`config.mk`:
```
export PLATFORM = sky130hd
export DESIGN_NAME = bit5_decode
export DESIGN_NICKNAME = d
export VERILOG_FILES = /design/src/rtl/bit5_pkg.sv /design/src/rtl/bit5_decode.sv
export SDC_FILE = /design/constraint.sdc
export NUM_CORES = 1
export LEC_CHECK = 0
export ABC_AREA = 0
export CORE_MARGIN = 5
export CORE_UTILIZATION = 43
export DETAILED_ROUTE_END_ITERATION = 16
export DONT_BUFFER_PORTS = 1
export PLACE_DENSITY = 0.61
export SYNTH_ARGS = -nofsm -noshare
export SYNTH_HDL_FRONTEND = slang
export SYNTH_SLANG_ARGS = --single-unit
```
`constraint.sdc`:
```
create_clock -name clk -period 5.15 [get_ports clk]
set_clock_uncertainty 0.1 [all_clocks]
set_input_delay 1.03 -clock clk [delete_from_list [all_inputs] [get_ports clk]]
set_output_delay 1.03 -clock clk [all_outputs]
set_load 0.01 [all_outputs]
```
`src/rtl/bit5_pkg.sv`:
```
// Shared types and helpers for the five-buffer one-hot select decoder.
package bit5_pkg;

  localparam int BUF_MAX = 5;

  typedef enum logic {
    IDLE = 1'b0,
    RUN  = 1'b1
  } state_t;

  // Out-of-range indices decode to all-zero so sel can never be multi-hot.
  function automatic logic [BUF_MAX-1:0] idx_to_onehot(input logic [2:0] i);
    logic [BUF_MAX-1:0] oh;
    oh = '0;
    if (i < 3'(BUF_MAX))
      oh = BUF_MAX'(1) << i;
    return oh;
  endfunction

endpackage

```
`src/rtl/bit5_decode.sv`:
```
// Frame-buffer rotation controller: tracks the active buffer index and drives a
// registered one-hot select with change and load-error pulses.
module bit5_decode
  import bit5_pkg::*;
#(
  parameter bit AUTO_START = 1'b0
) (
  input  logic         clk,
  input  logic         rst_n,
  input  logic         en,
  input  logic [2:0]   buf_num,
  input  logic [2:0]   idx,
  input  logic         idx_vld,
  input  logic         frame_done,
  output logic [4:0]   sel,
  output logic [2:0]   cur_idx,
  output logic         sel_vld,
  output logic         err
);

  state_t      state_reg, state_next;
  logic [2:0]  cur_idx_reg, cur_idx_next;
  logic [4:0]  sel_reg, sel_next;
  logic        sel_vld_reg, sel_vld_next;
  logic        err_reg, err_next;

  logic [2:0]  eff_num;
  logic [2:0]  adv_idx;
  logic        load_ok;

  always_comb begin
    eff_num = buf_num;
    if (buf_num == 3'd0)
      eff_num = 3'd1;
    else if (buf_num > 3'(BUF_MAX))
      eff_num = 3'(BUF_MAX);
  end

  assign load_ok = idx_vld && (idx < eff_num);
  assign adv_idx = (cur_idx_reg + 3'd1 >= eff_num) ? 3'd0 : cur_idx_reg + 3'd1;

  always_comb begin
    state_next   = state_reg;
    cur_idx_next = cur_idx_reg;
    err_next     = 1'b0;

    if (!en) begin
      state_next   = IDLE;
      cur_idx_next = 3'd0;
    end else begin
      unique case (state_reg)
        IDLE: begin
          err_next = idx_vld && !load_ok;
          if (load_ok) begin
            state_next   = RUN;
            cur_idx_next = idx;
          end else if (frame_done || AUTO_START) begin
            state_next   = RUN;
            cur_idx_next = 3'd0;
          end
        end
        RUN: begin
          // Buffer count shrank under us: snap back to buffer 0 and ignore strobes.
          if (cur_idx_reg >= eff_num) begin
            cur_idx_next = 3'd0;
          end else if (load_ok) begin
            cur_idx_next = idx;
          end else begin
            err_next = idx_vld;
            if (frame_done)
              cur_idx_next = adv_idx;
          end
        end
        default: begin
          state_next   = IDLE;
          cur_idx_next = 3'd0;
        end
      endcase
    end

    sel_next     = (state_next == RUN) ? idx_to_onehot(cur_idx_next) : 5'b00000;
    sel_vld_next = (sel_next != sel_reg);
  end

  always_ff @(posedge clk or negedge rst_n) begin
    if (!rst_n) begin
      state_reg   <= IDLE;
      cur_idx_reg <= 3'd0;
      sel_reg     <= 5'b00000;
      sel_vld_reg <= 1'b0;
      err_reg     <= 1'b0;
    end else begin
      state_reg   <= state_next;
      cur_idx_reg <= cur_idx_next;
      sel_reg     <= sel_next;
      sel_vld_reg <= sel_vld_next;
      err_reg     <= err_next;
    end
  end

  assign sel     = sel_reg;
  assign cur_idx = cur_idx_reg;
  assign sel_vld = sel_vld_reg;
  assign err     = err_reg;

endmodule

```
# ---- Word-level counts from Yosys, hierarchy flattened
# Cells that the tools add are included.
dict set report op_classes {
  add_sub_neg 1
  order_cmp 5
  n_eq_ne 1
  n_shift 1
  muxes 20
  bitwise 1
  reduce_logical 4
}
# operator n
set ops {}
lappend ops {{$mux W3} 9}
lappend ops {{$mux W5} 2}
lappend ops {{$mux W1} 7}
lappend ops {{$ge A3 B3 Y1} 2}
lappend ops {{$pmux W3 S2} 1}
lappend ops {{$ne A5 B5 Y1} 1}
lappend ops {{$shl A1 B3 Y5 const A} 1}
lappend ops {{$add A3 B1 Y3 const B} 1}
lappend ops {{$gt A3 B3 Y1 const B} 1}
lappend ops {{$logic_not A3 Y1} 1}
lappend ops {{$lt A3 B3 Y1} 1}
lappend ops {{$lt A3 B3 Y1 const B} 1}
lappend ops {{$logic_and A1 B1 Y1} 2}
lappend ops {{$pmux W1 S2} 1}
lappend ops {{$logic_not A1 Y1} 1}
lappend ops {{$not A1 Y1} 1}
dict set report totals {
  ff_bits 11
  inputBits 11
  output_inout_bits 10
  wordCells 38
}

# ---- Logic depth before layout (Yosys ltp)
# Gate-level depths: netlist of the first run.
dict set report depth {
  ltp_word 14
  depth_mapped 11
  ltp_nobuf 11
}

# ---- Worst setup path after synthesis of the first run
# No wires, ideal clock.
dict set report synth_path {
  path_kind {input to register}
  from {input buf_num[2]}
  to {register sel_vld_reg, in the netlist sel_vld}
  setup_ns 0.135
  t_arrival_ns 3.014
  required_time_ns 4.915
  setup_slack_ns 1.901
  path_stages 10
  n_path_buf 0
  path_cell_list {xor2_1 or2b_1 ha_1 nand2b_1 a211oi_2 o21ai_1 a211oi_4 nand4b_1 xor2_1 o211ai_1}
}
dict set report synth_between {
  elab_chain_cells 14
  elab_cells_between_ends 23
  cone_classes {order compare: 5; eq/ne: 1; shift: 1; mux: 14; reduce/logical: 2}
}
# element line
set synth_rtl {}
lappend synth_rtl {{from (decl)} bit5_decode.sv:11} ;# input logic [2:0] buf_num,
lappend synth_rtl {{$gt A3 B3 Y1} bit5_decode.sv:35} ;# else if (buf_num > 3'(BUF_MAX))
lappend synth_rtl {{$mux W3} bit5_decode.sv:35}
lappend synth_rtl {{$mux W3 *} bit5_decode.sv:33} ;# if (buf_num == 3'd0)
lappend synth_rtl {{$ge A3 B3 Y1} bit5_decode.sv:40} ;# assign adv_idx = (cur_idx_reg + 3'd1 >= eff_num) ? 3'd0 : cur_idx_reg + 3'd1;
lappend synth_rtl {{$mux W3} bit5_decode.sv:40}
lappend synth_rtl {{$mux W3} bit5_decode.sv:70} ;# if (frame_done)
lappend synth_rtl {{$mux W3} bit5_decode.sv:66} ;# end else if (load_ok) begin
lappend synth_rtl {{$mux W3} bit5_decode.sv:64} ;# if (cur_idx_reg >= eff_num) begin
lappend synth_rtl {{$pmux W3 S2 *} bit5_decode.sv:51} ;# unique case (state_reg)
lappend synth_rtl {{$mux W3 *} bit5_decode.sv:47} ;# if (!en) begin
lappend synth_rtl {{net cur_idx_next[0]} bit5_decode.sv:22} ;# logic [2:0] cur_idx_reg, cur_idx_next;
lappend synth_rtl {{$lt A3 B3 Y1 or $shl A1 B3 Y5 (tied branches)} {bit5_pkg.sv:15, bit5_pkg.sv:16}}
lappend synth_rtl {{$mux W5 *} bit5_pkg.sv:15} ;# if (i < 3'(BUF_MAX))
lappend synth_rtl {{$mux W5 *} bit5_decode.sv:81} ;# sel_next = (state_next == RUN) ? idx_to_onehot(cur_idx_next) : 5'b00000;
lappend synth_rtl {{$ne A5 B5 Y1 *} bit5_decode.sv:82} ;# sel_vld_next = (sel_next != sel_reg);
lappend synth_rtl {{net sel_vld_next} bit5_decode.sv:24} ;# logic sel_vld_reg, sel_vld_next;
lappend synth_rtl {{to (signal assigned)} bit5_decode.sv:96} ;# sel_vld_reg <= sel_vld_next;
lappend synth_rtl {{to (decl)} bit5_decode.sv:24}
# Mark *: on every way through the listed nets, which the timed path passes. The rest lies on a longest branch.

# ---- Worst setup path after layout of the first run
# Ends and elaborated chain as after synthesis.

==> results of run 1 <==
==> power groups by stage <==
stage	clock, W	sequential [W]	combinational [W]
final	0.0000580	0.000107	0.0000708
after global routing	0.0000635	0.000109	0.0000798
after CTS	0.0000600	0.000107	0.0000710
after detailed placement	0	0.000109	0.0000707
after global placement	0	0.000109	0.0000696
after floorplan	0	0.000106	0.0000595
==> cell usage in the layout, fill, tap and decap left out, types with 2 or more instances in the layout <==
cell,count
a211oi_1,2
ha_1,9
or2b_1,2
nor2_1,7
a22oi_1,3
nor3b_1,2
nor3_1,3
nor2b_1,3
o21ai_0,4
nand2_1,3
clkbuf_4,3
xor2_1,4
inv_1,6
a21o_1,2
dfrtp_1,11
o21ai_1,2
==> metrics by stage <==
| step | hold slack [ns] | setup slack [ns] | std cells | area, sq um |
|---|---|---|---|---|
| after floorplan | 0.465 | 1.90 | 90 | 872 |
| after global placement | 0.502 | 1.69 | 117 | 906 |
| after detailed placement | 0.526 | 1.60 | 117 | 906 |
| after CTS | 0.342 | 1.88 | 121 | 932 |
| after global routing | 0.334 | 1.65 | 121 | 932 |
| final | 0.350 | 1.88 | 121 | 932 |
==> critical path: stages <==
cell and delay (ns):
xor2_1 0.19, or2b_1 0.28, ha_1 0.29, nand2b_1 0.16
a211oi_2 0.26, o21ai_1 0.20, a211oi_4 0.38, nand4_1 0.21
xor2_1 0.18, o211ai_1 0.11
==> how the worst min path moves through the flow <==
stage / from / to / slack [ns] / cells after the start
after floorplan: sel[2] / sel_vld / 0.46 / 2
after global placement: sel[2] / sel_vld / 0.50 / 2
after detailed placement: sel[2] / sel_vld / 0.53 / 2
after CTS: rst_n / err / 0.34 / 0
after global routing: rst_n / sel[1] / 0.33 / 0
final: rst_n / cur_idx[1] / 0.35 / 0
==> metal layers <==
metal,part of all wire (%),wire length (microns)
met5,0,0
met4,0.80,14
met3,9.1,160
met2,47,817
met1,43,760
==> cells by family after synthesis <==
family,share of synthesized area [%]
AO/OA/AOI/OAI,21.5
XOR/XNOR,4.02
AND/OR/NAND/NOR,25.8
adder cells (fa/ha/maj),12.9
flip-flops,31.6
buffers and inverters,3.01
multiplexers,1.15
==> cell type report <==
type / instances / area [sq um]
clock buffers: 4 / 26.3
well taps: 27 / 33.8
flip-flops and latches: 11 / 275
inverters: 7 / 26.3
fillers: 195 / 1010
multi-input cells: 72 / 571
==> reports/results.md, run 1 <==
## Run status
- run status: completed

## Die
- Top-Level Pins: 21
- Chip Width: 55.0 microns
- # rows: 16
- Die Area: 0.00303 sq mm
- starting density of the core: 44.9%
- Die Y: 55.0 microns
- Core Area: 0.00194 sq mm

## GRT
- pin count of the biggest net entering global routing: 12
- met1 GRT Util: 17.0%
- global-route wire length before repair: 2.93 mm
- initial antenna violation count: 0
- global route total overflow: 0
- via count of the first global-routing pass: 668
- GR Util met2: 21.1%
- Global Route Usage Sum: 13.3%
- GR met3 Demand/Resource: 5.63%
- Most Used Layer, Global Route: met2

## Worst setup path
- reg2reg start: cur_idx[0]
- CP Data Required Time: 5.19 ns
- capture point of the worst reg-to-reg path: sel_vld
- worst reg-to-reg path cell count: 9
- Critical Path Sink Type: flip-flop
- launch point of the worst path: buf_num[2]
- Worst Setup Start Kind: primary input
- WS Path Type: primary input to flip-flop
- worst setup slack for register-to-register paths: 2.41 ns
- worst path arrival time: 3.30 ns
- biggest fanout along the worst timing path: 8
- Setup crit end: sel_vld

## Routing
- Initial DRC Count: 21
- routed length per placed instance: 14.5 microns
- Antenna Nets Post-Route: 0
- # DRC: 0
- Initial DRT Pass Iterations: 4
- vias after detailed routing: 684
- ratio of routed vias to standard cells: 5.65
- wire length reported by the detailed router: 1.75 mm

## Clock network
- CTS tree: done
- Post-CTS Setup Repair Bufs: 0
- worst skew pair latency: 0.27 ns
- TritonCTS Buffers: 3
- cts-stage hold buffer count: 0
- number of resized instances in the post-cts repair step: 0
- number of H-tree levels: 1
- Clock Sinks: 11
- CTS Root Buffer Type: clkbuf_4
- CTS clk-pin slew, worst paths: 0.07 ns
- maximum count of clock buffers along a single path: 2

## Power
- pwr/cell area: 253 mW/mm^2
- combinational cell fraction of total power: 30.0%
- power share of the sequential group: 45.3%
- cell internal pwr: 0.000156 W
- maximum VDD drop: 0.209 mV
- power share of the clock group: 24.6%
- sw power: 0.0000797 W
- leakage: 0.447 nW
- switching part of the total: 33.8%
- post-layout total power: 0.000236 W

## Logic synthesis
- synthesized net count: 110
- EDFF count, synth: 0
- share of the yosys chip area belonging to registers: 31.6%
- ys async rst share: 100%
- Synth Cell Area: 872 sq um
- ranking of synthesized cells by area: dfrtp_1 32%, ha_1 13%, xor2_1 4.0%, nor2_1 3.0%, a22oi_1 2.6%
- top cell type's share of synthesized area: 31.6%
- Unique masters post-synth: 42
- Avg Cell Area, Syn: 9.69 sq um
- Seq cells post-synth: 11
- cell taking the most area after synthesis: dfrtp_1
- number of warnings reported in the yosys synthesis log: 0
- predominant post-synthesis flop cell: dfrtp_1
- Gate Count Post-Synth: 90
- most used standard cell by instance count after synthesis: dfrtp_1
- synth cell count leaders: 11 x dfrtp_1, 9 x ha_1, 7 x nor2_1

## Layout
- signed area change from the synthesized netlist to the final layout: 6.89%
- Layout Nets: 115
- Antenna Cells: 0
- Largest register FFs: 5
- fraction of final layout cells with drive strength greater than 1: 14.9%
- post-layout utilization of the core: 48.0%

## Worst hold path
- hold crit path type: primary input to async pin

## STA
- highest attainable clock frequency: 306 MHz
- total of endpoints with negative setup slack in the final report: 0
- max_slew headroom: 72.6%
- post-route clock period utilization: 63.4%
- pin slew with the least headroom to its limit: 0.409 ns
- Min Clock Period, post-route: 3.27 ns
- count of final max-slew check failures: 0
- total negative slack: 0 ns
- final hold violations: 0
- RSZ-0062 raised after global routing: false

## Placement
- sum of net half-perimeters after detailed placement: 1.50 mm
- routability congestion estimate from global placement: 0.760
- number of port buffers: 0

## Flow run
- # Max-Cap Violations: 0

(Power assumes the default switching activity.)
==> run 2: changes to the inputs <==
Clock period 5.15 ns to 3.2 ns, I/O delays scaled along.
==> run 2 against run 1 <==
Compared with the run above:
- routed wire length up 2.5%
- non-clock buffer count rose by 2
- count of clock-buffer cells in the layout did not move
- sequential cell count did not move
- clock power up 61%
- largest power group unchanged
- sequential power is 58% higher
- register-to-register slack got worse by 1.9 ns
- global-route usage rose by 1.1 points
- setup slack worse by 1.5 ns
- final cell count up 1.7%
- sequential share of layout area is 0.54 points lower
- critical path type unchanged
==> reports/results.md, run 2 (synthesized netlist as in run 1, its figures left out) <==
## GRT
- GR Util met2: 20.7%, was 21.1%
- Most Used Layer, Global Route: met2, unchanged
- initial antenna violation count: 0, unchanged
- GR met3 Demand/Resource: 6.43%, was 5.63%
- global-route wire length before repair: 3.00 mm, was 2.93 mm
- pin count of the biggest net entering global routing: 12, unchanged
- Global Route Usage Sum: 14.4%, was 13.3%
- met1 GRT Util: 19.1%, was 17.0%
- via count of the first global-routing pass: 659, was 668
- global route total overflow: 0, unchanged

## Routing
- wire length reported by the detailed router: 1.80 mm, was 1.75 mm
- Initial DRC Count: 21, unchanged
- Initial DRT Pass Iterations: 4, unchanged
- ratio of routed vias to standard cells: 5.45, was 5.65
- # DRC: 0, unchanged
- vias after detailed routing: 670, was 684
- Antenna Nets Post-Route: 0, unchanged
- routed length per placed instance: 14.6 microns, was 14.5 microns

## Placement
- routability congestion estimate from global placement: 0.770, was 0.760
- cell area after placement: 913 sq um, was 906 sq um
- sum of net half-perimeters after detailed placement: 1.52 mm, was 1.50 mm
- number of port buffers: 0, unchanged

## Layout
- Antenna Cells: 0, unchanged
- Non-Filler Cell Area, Final: 950 sq um, was 932 sq um
- signed area change from the synthesized netlist to the final layout: 8.90%, was 6.89%
- Largest register FFs: 5, unchanged
- fraction of final layout cells with drive strength greater than 1: 15.6%, was 14.9%
- most frequent cells in the layout: 11 x dfrtp_1, 9 x ha_1, 7 x nor2_1, unchanged
- leading cell type in the layout, fill and taps excluded: dfrtp_1, unchanged
- Layout Nets: 117, was 115

## STA
- Min Clock Period, post-route: 2.83 ns
- total negative slack: 0 ns, unchanged
- RSZ-0062 raised after global routing: false, unchanged
- post-route clock period utilization: 88.3%
- max_slew headroom: 68.3%, was 72.6%
- final hold violations: 0, unchanged
- pin slew with the least headroom to its limit: 0.475 ns, was 0.409 ns
- count of final max-slew check failures: 0, unchanged
- highest attainable clock frequency: 354 MHz
- total of endpoints with negative setup slack in the final report: 0, unchanged

## Die
- # rows: 16, unchanged
- Top-Level Pins: 21, unchanged
- Core Area: 0.00194 sq mm, unchanged
- Die Area: 0.00303 sq mm, unchanged
- Chip Width: 55.0 microns, unchanged
- Die Y: 55.0 microns, unchanged
- starting density of the core: 44.9%, unchanged

## Worst hold path
- hold crit path type: primary input to flip-flop, was primary input to async pin

## Worst setup path
- CP Data Required Time: 3.24 ns, was 5.19 ns
- Critical Path Sink Type: flip-flop, unchanged
- biggest fanout along the worst timing path: 8, unchanged
- Worst Setup Start Kind: primary input, unchanged
- WS Path Type: primary input to flip-flop, unchanged
- worst path arrival time: 2.86 ns, was 3.30 ns

## Clock network
- Clock Sinks: 11, unchanged
- number of resized instances in the post-cts repair step: 0, unchanged
- number of H-tree levels: 1, unchanged
- CTS Root Buffer Type: clkbuf_4, unchanged
- CTS clk-pin slew, worst paths: 0.06 ns, was 0.07 ns
- TritonCTS Buffers: 3, unchanged
- worst skew pair latency: 0.27 ns, about the same
- CTS tree: done, unchanged
- maximum count of clock buffers along a single path: 2, unchanged
- Post-CTS Setup Repair Bufs: 0, unchanged

## Run status
- run status: completed, unchanged

## Flow run
- # Max-Cap Violations: 0, unchanged

## Power
- maximum VDD drop: 0.340 mV, was 0.209 mV
- leakage: 0.457 nW, was 0.447 nW
- pwr/cell area: 406 mW/mm^2, was 253 mW/mm^2

## run 2: stage by stage
| step | setup slack [ns] | power [W] | utilization [%] | hold WS (ns) | std cells |
|---|---|---|---|---|---|
| floorplan | 0.341 | 0.000266 | - | 0.244 | 90 |
| global placement | 0.117 | 0.000290 | 47.0 | 0.245 | 118 |
| detailed placement | 0.0880 | 0.000292 | 47.0 | 0.245 | 118 |
| CTS | 0.369 | 0.000390 | 48.9 | 0.462 | 123 |
| global route | 0.197 | 0.000416 | 48.9 | 0.476 | 123 |
| finish | 0.374 | 0.000385 | 48.9 | 0.470 | 123 |
## run 2: final cells by class
class / instances / area [sq um]
inverters: 7 / 26.3
clock buffers: 4 / 26.3
well taps: 27 / 33.8
repair buffers: 2 / 17.5
multi-input cells: 72 / 571
fillers: 200 / 992
flip-flops and latches: 11 / 275
## run 2: layer usage
layer  wire length [microns]  share of wire, %  vias to the layer above
met3                     157               8.7                        5
met2                     809                45                       15
met4                      17              0.95                        0
met5                       0                 0                        -
met1                     813                45                      306
li1                        -                 -                      344
## run 2: power by group
part / internal, W / total, W / switching (W)
logic: 0.0000532 / 0.000123 / 0.0000698
clock network: 0.0000483 / 0.0000932 / 0.0000449
registers: 0.000152 / 0.000169 / 0.0000168
total: 0.000254 / 0.000385 / 0.000131
## run 2: timing repair
action	in CTS	in global routing
hold buffers	1	0
hold endpoints to repair	11	0
setup endpoints to repair	0	0
## run 2: worst paths after layout
kind / slack [ns] / from / cells past startpoint / endpoint
hold / removal: 0.47 / idx_vld / 2 / err
max in group asynchronous: 2.02 / rst_n / 1 / cur_idx[2]
hold reg to reg: 0.54 / sel[2] / 2 / sel_vld
min in group asynchronous: 0.66 / rst_n / 1 / sel[0]
setup / recovery: 0.37 / buf_num[2] / 10 / sel_vld
setup reg to reg: 0.53 / cur_idx[1] / 10 / sel_vld
## run 2: worst max-delay path, stage by stage
cell	delay, ns
xor2_1	0.21
or2b_1	0.27
ha_1	0.29
nand2b_1	0.16
a211oi_2	0.26
o21ai_1	0.19
a211oi_4	0.35
nand4b_1	0.20
xor2_1	0.17
o211ai_1	0.11
